--- config.mk ---
export PLATFORM = sky130hd
export DESIGN_NAME = mac_unit
export DESIGN_NICKNAME = d
export VERILOG_FILES = /design/src/rtl/mac_unit.sv
export SDC_FILE = /design/constraint.sdc
export NUM_CORES = 1
export LEC_CHECK = 0
export CORE_MARGIN = 2
export CORE_UTILIZATION = 30
export DETAILED_ROUTE_END_ITERATION = 10
export GPL_ROUTABILITY_DRIVEN = 0
export GPL_TIMING_DRIVEN = 0
export HOLD_SLACK_MARGIN = 0.06
export SYNTH_ARGS = -nofsm -noshare
export SYNTH_HDL_FRONTEND = slang
export SYNTH_SLANG_ARGS = --single-unit
--- constraint.sdc ---
create_clock -name clk -period 0.8 [get_ports clk]
set_input_delay 0.08 -clock clk [delete_from_list [all_inputs] [get_ports clk]]
set_output_delay 0.08 -clock clk [all_outputs]
set_load 0.01 [all_outputs]
--- src/rtl/mac_unit.sv ---
// Registered unsigned multiply-accumulate y = a*b + c, one cycle latency, new result every edge.
// No handshake or stall; wraps or saturates on overflow (SATURATE), with a registered overflow flag.
module mac_unit #(
  parameter int A_W      = 8,
  parameter int B_W      = 8,
  parameter int C_W      = 16,
  parameter int Y_W      = 16,
  parameter bit SATURATE = 1'b0
) (
  input  logic           clk,
  input  logic           rst_n,
  input  logic [A_W-1:0] a,
  input  logic [B_W-1:0] b,
  input  logic [C_W-1:0] c,
  output logic [Y_W-1:0] y,
  output logic           ovf
);

  localparam int P_W   = A_W + B_W;
  localparam int S_W   = ((P_W > C_W) ? P_W : C_W) + 1;
  localparam int EXT_W = (S_W > Y_W) ? S_W : Y_W;

  logic [P_W-1:0]   w_p;
  logic [S_W-1:0]   w_s;
  logic [EXT_W-1:0] w_s_ext;
  logic [Y_W-1:0]   w_y;
  logic             w_ovf;

  logic [Y_W-1:0]   r_y;
  logic             r_ovf;

  // Operands are widened first so no carry is lost before the overflow test.
  assign w_p     = P_W'(a) * P_W'(b);
  assign w_s     = S_W'(w_p) + S_W'(c);
  assign w_s_ext = EXT_W'(w_s);
  assign w_ovf   = (w_s_ext >> Y_W) != '0;
  assign w_y     = (SATURATE && w_ovf) ? '1 : w_s_ext[Y_W-1:0];

  always_ff @(posedge clk or negedge rst_n) begin
    if (!rst_n) begin
      r_y   <= '0;
      r_ovf <= 1'b0;
    end else begin
      r_y   <= w_y;
      r_ovf <= w_ovf;
    end
  end

  assign y   = r_y;
  assign ovf = r_ovf;

endmodule

## Word-level counts from Yosys, hierarchy flattened

Index checks and enable logic that the tools add are counted.

| word-level totals | value |
|---|---|
| register bits | 17 |
| input port bits | 34 |

| cells by class | value |
|---|---|
| add/subtract/negate cells | 1 |
| multiply operators | 1 |

Operator list:

| kind | count |
|---|---|
| $add A16 B16 Y17 | 1 |
| $mul A8 B8 Y16 | 1 |

## Depth between registers and ports, before layout

Gate-level depths: netlist of run 1.

| depth | value |
|---|---|
| word-level depth | 2 |
| mapped depth | 15 |
| mapped depth without buffers | 15 |

## Least setup slack after synthesis of run 1

No wires, ideal clock.

| path | value |
|---|---|
| path type | input port to flip-flop |
| from | input port a[0] |
| to | register r_ovf (netlist: ovf) |
| arrival | 3.527 ns |
| required time | 0.676 ns |
| setup slack | -2.852 ns |
| cell stages on the path | 14 |
| buffers on the path | 0 |
| path through | nand2_1 > fa_1 > fa_1 > inv_1 > fa_1 > inv_1 > fa_1 > inv_1 > ha_1 > a21oi_1 > o211ai_1 > a31oi_1 > o21ai_0 > xnor2_1 |

| on the way | value |
|---|---|
| cells in the longest elaborated chain, start to end | 2 |

Ends and longest elaborated chain:

| what | RTL line | text |
|---|---|---|
| start, declared | 12 | `input logic [A_W-1:0] a,` |
| $mul A8 B8 Y16 | 33 | `assign w_p = P_W'(a) * P_W'(b);` |
| $add A16 B16 Y17 | 34 | `assign w_s = S_W'(w_p) + S_W'(c);` |
| via w_s[16] | 24 | `logic [S_W-1:0] w_s;` |
| end signal, assigned | 45 | `r_ovf <= w_ovf;` |
| end, declared | 30 | `logic r_ovf;` |

The timed path passes the listed nets, and every way through them passes these cells.

## Worst setup path in the final report of run 1

| path | value |
|---|---|
| from | input port b[5] |
| to | register r_y[15] (netlist: y[15]) |

| on the way | value |
|---|---|
| cells in the longest elaborated chain, start to end | 2 |

Ends and longest elaborated chain:

| what | RTL line | text |
|---|---|---|
| start, declared | 13 | `input logic [B_W-1:0] b,` |
| $mul A8 B8 Y16 | 33 |  |
| $add A16 B16 Y17 | 34 |  |
| via w_s[15] | 24 |  |
| end signal, assigned | 44 | `r_y <= w_y;` |
| end, declared | 29 | `logic [Y_W-1:0] r_y;` |

The timed path passes the listed nets, and every way through them passes these cells.

==> results.toml, run 1 <==
[routing]
num_vias = 2388
wire_per_inst_um = 12.78
ant_nets = 0
finalWirelength_um = 6875
drt_iter0_markers = 70
drtPass1Iterations = 4
vias_per_cell = 4.439
drc = 0

[cts]
cts_tree = "built"
root_buffer = "clkbuf_8"
cts-buffers-inserted = 3
clk_path_buf_depth = 2
clock_sinks = 17
htree_levels = 1
clkSlewWorstSetupHoldPaths_ps = 70

[pwr]
p_int_mw = 7.692
clockPowerShare_pct = 4.6
vdd_ir_drop_max_v = 0.001858
swShare_pct = 45.17
p_leak_nw = 2.180
pwr_density_cell_nw_per_um2 = 3136
pwr-share-comb_pct = 85.2
p_sw_mw = 6.338
pwr-share-seq_pct = 10.2

[global_route]
antenna_found_initial = 0
grt_use_total_pct = 13.49
grt_start_max_net_pins = 18
grt_pass1_wl_um = 11970
grt-ovfl-total = 0
grt_pass1_vias = 2704

[yosys]
netlist.area_leader.share_pct = 34.26
synth.most_common_cell = "inv_1"
synthArstFlopShare_pct = 100.0
syn_nets = 449
synth_edf_count = 0
synth_common_cells = "inv_1, fa_1, nand2_1"
synth.distinct_cells = 33
synth_seq_cells = 17
synth_cells = 328
syn_avg_cell_area_um2 = 9.086
yosys_warnings = 0
synth_area_leaders = "fa_1, ha_1, dfrtp_1"
synth_top_area_cell = "fa_1"
yosysSeqAreaShare_pct = 14.27
syn_area_um2 = 2980
ys.flop_type = "dfrtp_1"

[timing]
hold_violations = 0
period_minus_slack_ps = 3460
setup_viol = 33
timing.fmax_mhz = 289.0
max_slew_margin_pct = 47.23
post-route-period-util_pct = 432.6
whs_ps = 19.77
setup_ws_ps = -2660
maxSlewViolCount = 0
rsz0062_at_grt = "true"
worst_slew_pin_slew_ps = 791.5

[setup_path]
critPathLaunch = "b[5]"
cp-end-kind = "flip-flop"
path_class = "input pin to flip-flop"
endpoint = "y[15]"
critPathLaunchType = "input pin"
crit_required_ps = 940
worstPathArrival_ps = 3600
crit_fanout = 6

[place]
numPortBuffers = 50
dp_hpwl_um = 5193
dpl_worst_slack_ps = -3863

[outcome]
failed_checks = "negative setup slack"
status = "finished, violations left"

[flow_run]
cap_violations = 0

[hold_path]
hold_path_class = "input pin to async pin"

[floorplan]
core_um2 = 9729
die_h_um = 103.7
initial_utilization_pct = 30.63
ios = 51
die-area_um2 = 10750
die_x_um = 103.7
rows = 36

[finish]
area_growth_pct = 50.13
antenna_cells = 0
drive_gt1_share_pct = 40.49
nNetsFinal = 527
==> per-stage QoR <==
| step | util (%) | power (mW) | area, um2 | TNS, ps | cells |
|---|---|---|---|---|---|
| floorplan | - | 8.143 | 3212 | -32380 | 328 |
| global placement | 39.87 | 10.44 | 3879 | -57810 | 511 |
| detailed placement | 39.87 | 10.55 | 3879 | -58000 | 511 |
| CTS | 43.60 | 12.50 | 4242 | -34240 | 531 |
| global route | 45.99 | 15.42 | 4474 | -35670 | 538 |
| finish | 45.99 | 14.03 | 4474 | -33690 | 538 |
==> metal layers <==
metal / track usage, % / share of wire, % / routed length, um
met3: 3.021 / 3.5 / 244
met4: 0.8687 / 0.16 / 11
met2: 25.88 / 54 / 3723
met5: 0 / 0 / 0
met1: 16.03 / 42 / 2895
==> placed cells by master (no fill, tap or decap), types with 3 or more instances in the layout <==
| cell | Yosys | final |
|---|---|---|
| a21oi_2 | 0 | 3 |
| a21oi_4 | 0 | 4 |
| and2_1 | 28 | 26 |
| buf_12 | 0 | 10 |
| buf_2 | 0 | 20 |
| buf_4 | 0 | 12 |
| buf_6 | 1 | 13 |
| buf_8 | 0 | 5 |
| clkbuf_8 | 0 | 5 |
| clkdlybuf4s50_1 | 0 | 9 |
| dfrtp_1 | 17 | 17 |
| fa_1 | 51 | 39 |
| fa_2 | 0 | 12 |
| ha_1 | 36 | 21 |
| ha_4 | 0 | 15 |
| inv_1 | 95 | 68 |
| inv_2 | 0 | 24 |
| nand2_1 | 41 | 24 |
| nand2_2 | 0 | 7 |
| nand2_4 | 0 | 6 |
| nand2_8 | 0 | 4 |
| nand3_2 | 0 | 3 |
| nor2_1 | 5 | 4 |
| xnor2_1 | 5 | 3 |
| xor2_1 | 5 | 5 |
==> kinds of logic (layout without fill, tap and decap cells) <==
kind of cell	Yosys count	count (layout)	share of synthesized area (%)
compound gates	26	26	5.878
xor+xnor	10	10	2.939
fa+ha+maj	87	87	49.37
buf+inv	98	175	12.59
flops	17	17	14.27
mux	1	1	0.3359
simple gates	89	89	14.61
==> power groups by stage <==
stage / Sequential [mW] / Combinational, mW / Clock (mW)
2_1_floorplan: 1.68 / 6.47 / 0
3_3_place_gp: 1.47 / 8.97 / 0
3_5_place_dp: 1.46 / 9.09 / 0
4_1_cts: 1.43 / 10.4 / 0.672
5_1_grt: 1.47 / 13.3 / 0.702
6_report: 1.43 / 12.0 / 0.647
==> state kept, by name (all words and copies together) (netlist names) <==
name	count
ovf	1
y	16
==> how the worst min path moves through the flow <==
stage	start	slack, ps	cells past startpoint	end
after detailed placement	rst_n	590	1	y[3]
after floorplan	rst_n	-220	0	ovf
after CTS	rst_n	50	1	y[3]
after global routing	rst_n	100	1	y[2]
final	rst_n	20	1	y[0]
after global placement	rst_n	600	1	y[0]
==> critical path: stages <==
cell,delay (ps)
buf_12,120
buf_6,120
and2_4,130
fa_1,470
fa_1,540
fa_1,430
fa_1,520
ha_4,330
inv_4,50
o22ai_4,220
buf_6,140
a21o_1,160
nor4b_2,60
a211o_1,220
==> what timing repair did <==
action,4_1_cts,5_1_grt
endpoints found under the hold margin,17,0
setup buffers,16,8
gates resized for setup,261,52
pin swaps,41,41
endpoints found under the setup margin,51,33
==> layout make-up <==
| type | count | area, um2 |
|---|---|---|
| Multi-Input combinational cell | 213 | 2695 |
| Timing Repair Buffer | 73 | 733.2 |
| Inverter | 95 | 369.1 |
| Sequential cell | 17 | 425.4 |
| Clock inverter | 1 | 5.005 |
| Buffer | 3 | 38.79 |
| Clock buffer | 3 | 41.29 |
| Tap cell | 133 | 166.4 |
| Fill cell | 958 | 5255 |
Note: power is estimated with default switching activity, not from simulation.
==> inputs of run 2 (changes only) <==
CORE_ASPECT_RATIO = 1.25   (was not set)
==> results.toml, run 2 (synthesis gave the netlist of run 1 again) <==
[global_route]
grt_use_total_pct = 13.58
antenna_found_initial = 0
grt_pass1_wl_um = 11740
grt_pass1_vias = 2664
grt_start_max_net_pins = 18
grt-ovfl-total = 0

[timing]
whs_ps = -128.8
rsz0062_at_grt = "true"
post-route-period-util_pct = 431.6
tns_ps = -33310
max_slew_margin_pct = 52.98
maxSlewViolCount = 0
setup_ws_ps = -2653
period_minus_slack_ps = 3453
worst_slew_pin_slew_ps = 704.2
timing.fmax_mhz = 289.6
setup_viol = 33
hold_violations = 17

[place]
dpl.cell_count = 504
placed_area_um2 = 3870
dp_hpwl_um = 5310
numPortBuffers = 50

[finish]
fin_util_pct = 46.90
drive_gt1_share_pct = 39.46
layout_commonest_cell = "inv_1"
nNetsFinal = 530
fin_area_um2 = 4531
fin_cells = 534
largest_reg_flops = 16
antenna_cells = 0
area_growth_pct = 52.02
final_cell_mix = "inv_1, fa_1, and2_1"

[routing]
drt_iter0_markers = 63
wire_per_inst_um = 12.31
drc = 0
num_vias = 2420
finalWirelength_um = 6571
drtPass1Iterations = 4
ant_nets = 0
vias_per_cell = 4.532

[floorplan]
initial_utilization_pct = 30.85
die_h_um = 115.4
core_um2 = 9659
rows = 40
die_x_um = 93.15
ios = 51
die-area_um2 = 10750

[outcome]
failed_checks = "negative hold slack, negative setup slack"
status = "finished, violations left"

[setup_path]
cp-end-kind = "flip-flop"
critPathLaunchType = "input pin"
path_class = "input pin to flip-flop"
crit_fanout = 8
endpoint = "y[14]"
crit_required_ps = 920
critPathLaunch = "a[7]"
worstPathArrival_ps = 3570

[cts]
cts_tree = "built"
clk_path_buf_depth = 2
clock_sinks = 17
hold_buffers = 0
root_buffer = "clkbuf_16"
htree_levels = 1
cts-buffers-inserted = 3
clkSlewWorstSetupHoldPaths_ps = 50

[flow_run]
cap_violations = 0

[pwr]
pwr_density_cell_nw_per_um2 = 3228
vdd_ir_drop_max_v = 0.001860
p_leak_nw = 2.206
p_int_mw = 8.249
swShare_pct = 43.59
pwr-share-comb_pct = 83.5
p_sw_mw = 6.374
pwr-share-seq_pct = 9.9
clockPowerShare_pct = 6.7
total_power_mw = 14.62

[hold_path]
hold_path_class = "input pin to async pin"
[run 2: cell count changes in the layout (fill, tap and decap cells not counted), moves of 3 or more]
cell,change
buf_8,+5
nand2_4,-4
inv_1,+4
nand2_2,+3
clkbuf_16,+3
clkbuf_8,-4
inv_2,-3
buf_2,-3
[run 2: worst min path at each step]
| stage | from | to | slack (ps) | cells after the start |
|---|---|---|---|---|
| after CTS | a[0] | y[0] | 240 | 3 |
| after floorplan | rst_n | ovf | -220 | 0 |
| after detailed placement | rst_n | y[1] | 560 | 1 |
| after global placement | rst_n | y[1] | 550 | 1 |
| after global routing | rst_n | y[0] | -60 | 1 |
| final | rst_n | y[0] | -130 | 1 |
[run 2: layout make-up]
| class | instances | area (um2) |
|---|---|---|
| Multi-Input combinational cell | 213 | 2678 |
| Sequential cell | 17 | 425.4 |
| Inverter | 95 | 366.6 |
| Tap cell | 126 | 157.7 |
| Fill cell | 918 | 5129 |
| Buffer | 3 | 40.04 |
| Timing Repair Buffer | 76 | 784.5 |
| Clock buffer | 4 | 78.83 |
[run 2: power groups by stage]
stage | clock, mW | combinational (mW) | sequential [mW]
floorplan | 0 | 6.47 | 1.68
global placement | 0 | 8.93 | 1.48
detailed placement | 0 | 9.05 | 1.48
CTS | 1.02 | 10.5 | 1.45
global route | 1.07 | 13.6 | 1.50
finish | 0.975 | 12.2 | 1.44
[run 2: routing by layer]
layer | share of wire [%] | vias to the layer above | wire [um] | GRT usage [%]
li1 | - | 1138 | - | -
met1 | 38 | 1223 | 2486 | 15.41
met2 | 57 | 51 | 3749 | 27.25
met3 | 4.1 | 8 | 270 | 1.951
met4 | 0.97 | 0 | 64 | 1.961
met5 | 0 | - | 0 | 0
[run 2: what timing repair did]
action                     4_1_cts  5_1_grt
setup endpoints to repair       34       50
buffers inserted                15       11
resized for setup              258       46
pin swaps                       40       40
hold endpoints to repair         0       17
[run 2: worst max-delay path: stages]
cell	delay, ps
buf_8	90
nand2_2	60
fa_1	540
inv_1	50
fa_1	480
fa_1	520
inv_1	50
fa_1	490
inv_2	50
ha_4	240
a21oi_4	190
o211ai_1	110
buf_4	170
a21oi_4	150
mux2i_1	230
a211oi_2	70
[run 2: metrics by stage]
stage,worst slack (ps),hold WS (ps)
global route,-2813,-57.02
global placement,-3825,551.3
finish,-2653,-128.8
detailed placement,-3887,555.3
CTS,-2675,242.6
floorplan,-2632,-215.6
==> inputs of run 3 (changes only) <==
CORE_UTILIZATION = 59   (was 30)
PLACE_DENSITY = 0.88   (was not set)
==> results.toml, run 3 (synthesis gave the netlist of run 1 again) <==
[global_route]
grt-ovfl-total = 0
grt_util_met3_pct = 5.128
grt_start_max_net_pins = 18
busiest_layer = "met2"
met2_usage_pct = 55.17
grt_pass1_wl_um = 12410
grt_use_met1_pct = 29.97
antenna_found_initial = 0
grt_use_total_pct = 29.76
grt_pass1_vias = 2829

[finish]
layout_commonest_cell = "inv_1"
area_growth_pct = 44.21
final_cell_mix = "inv_1, fa_1, nand2_1"
fin_util_pct = 89.55
drive_gt1_share_pct = 35.89
nNetsFinal = 526
largest_reg_flops = 16
antenna_cells = 0

[routing]
finalWirelength_um = 8877
drc = 0
wire_per_inst_um = 19.13
vias_per_cell = 5.696
num_vias = 2643
drtPass1Iterations = 4
ant_nets = 0
drt_iter0_markers = 90

[pwr]
vdd_ir_drop_max_v = 0.003029
pwr_density_cell_nw_per_um2 = 3280
pwr-share-comb_pct = 85.1
p_int_mw = 7.380
p_leak_nw = 2.158
clockPowerShare_pct = 4.6
pwr-share-seq_pct = 10.2
p_sw_mw = 6.717
swShare_pct = 47.65

[timing]
worst_slew_pin_slew_ps = 769.6
post-route-period-util_pct = 456.4
rsz0062_at_grt = "true"
setup_ws_ps = -2851
setup_viol = 33
whs_ps = -122.5
timing.fmax_mhz = 273.9
maxSlewViolCount = 0
hold_violations = 17
max_slew_margin_pct = 48.61
period_minus_slack_ps = 3651

[cts]
root_buffer = "clkbuf_8"
clk_path_buf_depth = 2
cts-buffers-inserted = 3
clock_sinks = 17
cts_tree = "built"
clkSlewWorstSetupHoldPaths_ps = 70
hold_buffers = 0
htree_levels = 1

[place]
numPortBuffers = 50
dp_hpwl_um = 5451
dpl_worst_slack_ps = -3810

[floorplan]
core_um2 = 4800
initial_utilization_pct = 62.10
die_h_um = 83.47
rows = 28
die-area_um2 = 5640
ios = 51
die_x_um = 67.57

[setup_path]
crit_fanout = 6
critPathLaunchType = "input pin"
worstPathArrival_ps = 3790
crit_required_ps = 940
cp-end-kind = "flip-flop"
path_class = "input pin to flip-flop"

[outcome]
failed_checks = "negative hold slack, negative setup slack"
status = "finished, violations left"

[hold_path]
hold_path_class = "input pin to async pin"

[flow_run]
cap_violations = 0
-- run 3: power groups by stage --
stage / Sequential [mW] / Combinational [mW] / Clock, mW
3_3_place_gp: 1.45 / 8.79 / 0
2_1_floorplan: 1.68 / 6.47 / 0
5_1_grt: 1.48 / 12.9 / 0.686
6_report: 1.44 / 12.0 / 0.654
3_5_place_dp: 1.47 / 9.14 / 0
4_1_cts: 1.43 / 9.65 / 0.656
-- run 3: routing by layer --
metal / routed length, um / part of all wire, %
met1: 2739 / 31
met2: 4976 / 56
met3: 474 / 5.3
met4: 686 / 7.7
met5: 0 / 0
-- run 3: path summary, 6_finish.rpt --
path | endpoint | from | slack, ps | depth (start not counted)
worst max-delay path | y[15] | b[5] | -2850 | 17
worst min-delay path | y[8] | rst_n | -120 | 1
max in group asynchronous | ovf | rst_n | 430 | 1
min in group clk | y[0] | a[0] | 250 | 3
-- run 3: metrics by stage --
stage / instance area, um2 / hold WS, ps / total power [mW] / setup TNS (ps) / cells
2_1_floorplan: 3212 / -215.6 / 8.143 / -32380 / 328
3_3_place_gp: 3787 / 536.0 / 10.24 / -54710 / 438
3_5_place_dp: 3787 / 559.8 / 10.61 / -56590 / 438
4_1_cts: 4013 / 259.9 / 11.74 / -34380 / 457
5_1_grt: 4298 / -50.20 / 15.03 / -37830 / 464
6_report: 4298 / -122.5 / 14.10 / -36420 / 464
-- run 3: final cells by class --
cell class	instances	area, um2
multi-input cells	213	2608
repair buffers	73	754.5
fillers	206	501.7
flip-flops and latches	17	425.4
inverters	95	364.1
well taps	60	75.07
clock buffers	3	41.29
plain buffers	2	25.02
clock inverters	1	5.005
-- run 3: critical path, cell delays in order --
cell and delay (ps):
buf_12 110, nand2_8 50, fa_1 500, fa_1 550, inv_2 50, fa_1 550
inv_1 50, fa_1 500, inv_2 50, ha_4 300, a21oi_4 70, buf_6 120
o22ai_4 220, buf_6 120, a21o_1 160, nor4b_2 60, a211o_1 220
-- run 3: repair_timing --
action / 4_1_cts / 5_1_grt
cloned: 0 / 0
pin swaps: 39 / 24
hold endpoints to repair: 0 / 17
endpoints found under the setup margin: 34 / 50
buffers inserted: 16 / 8
gates resized for setup: 232 / 48
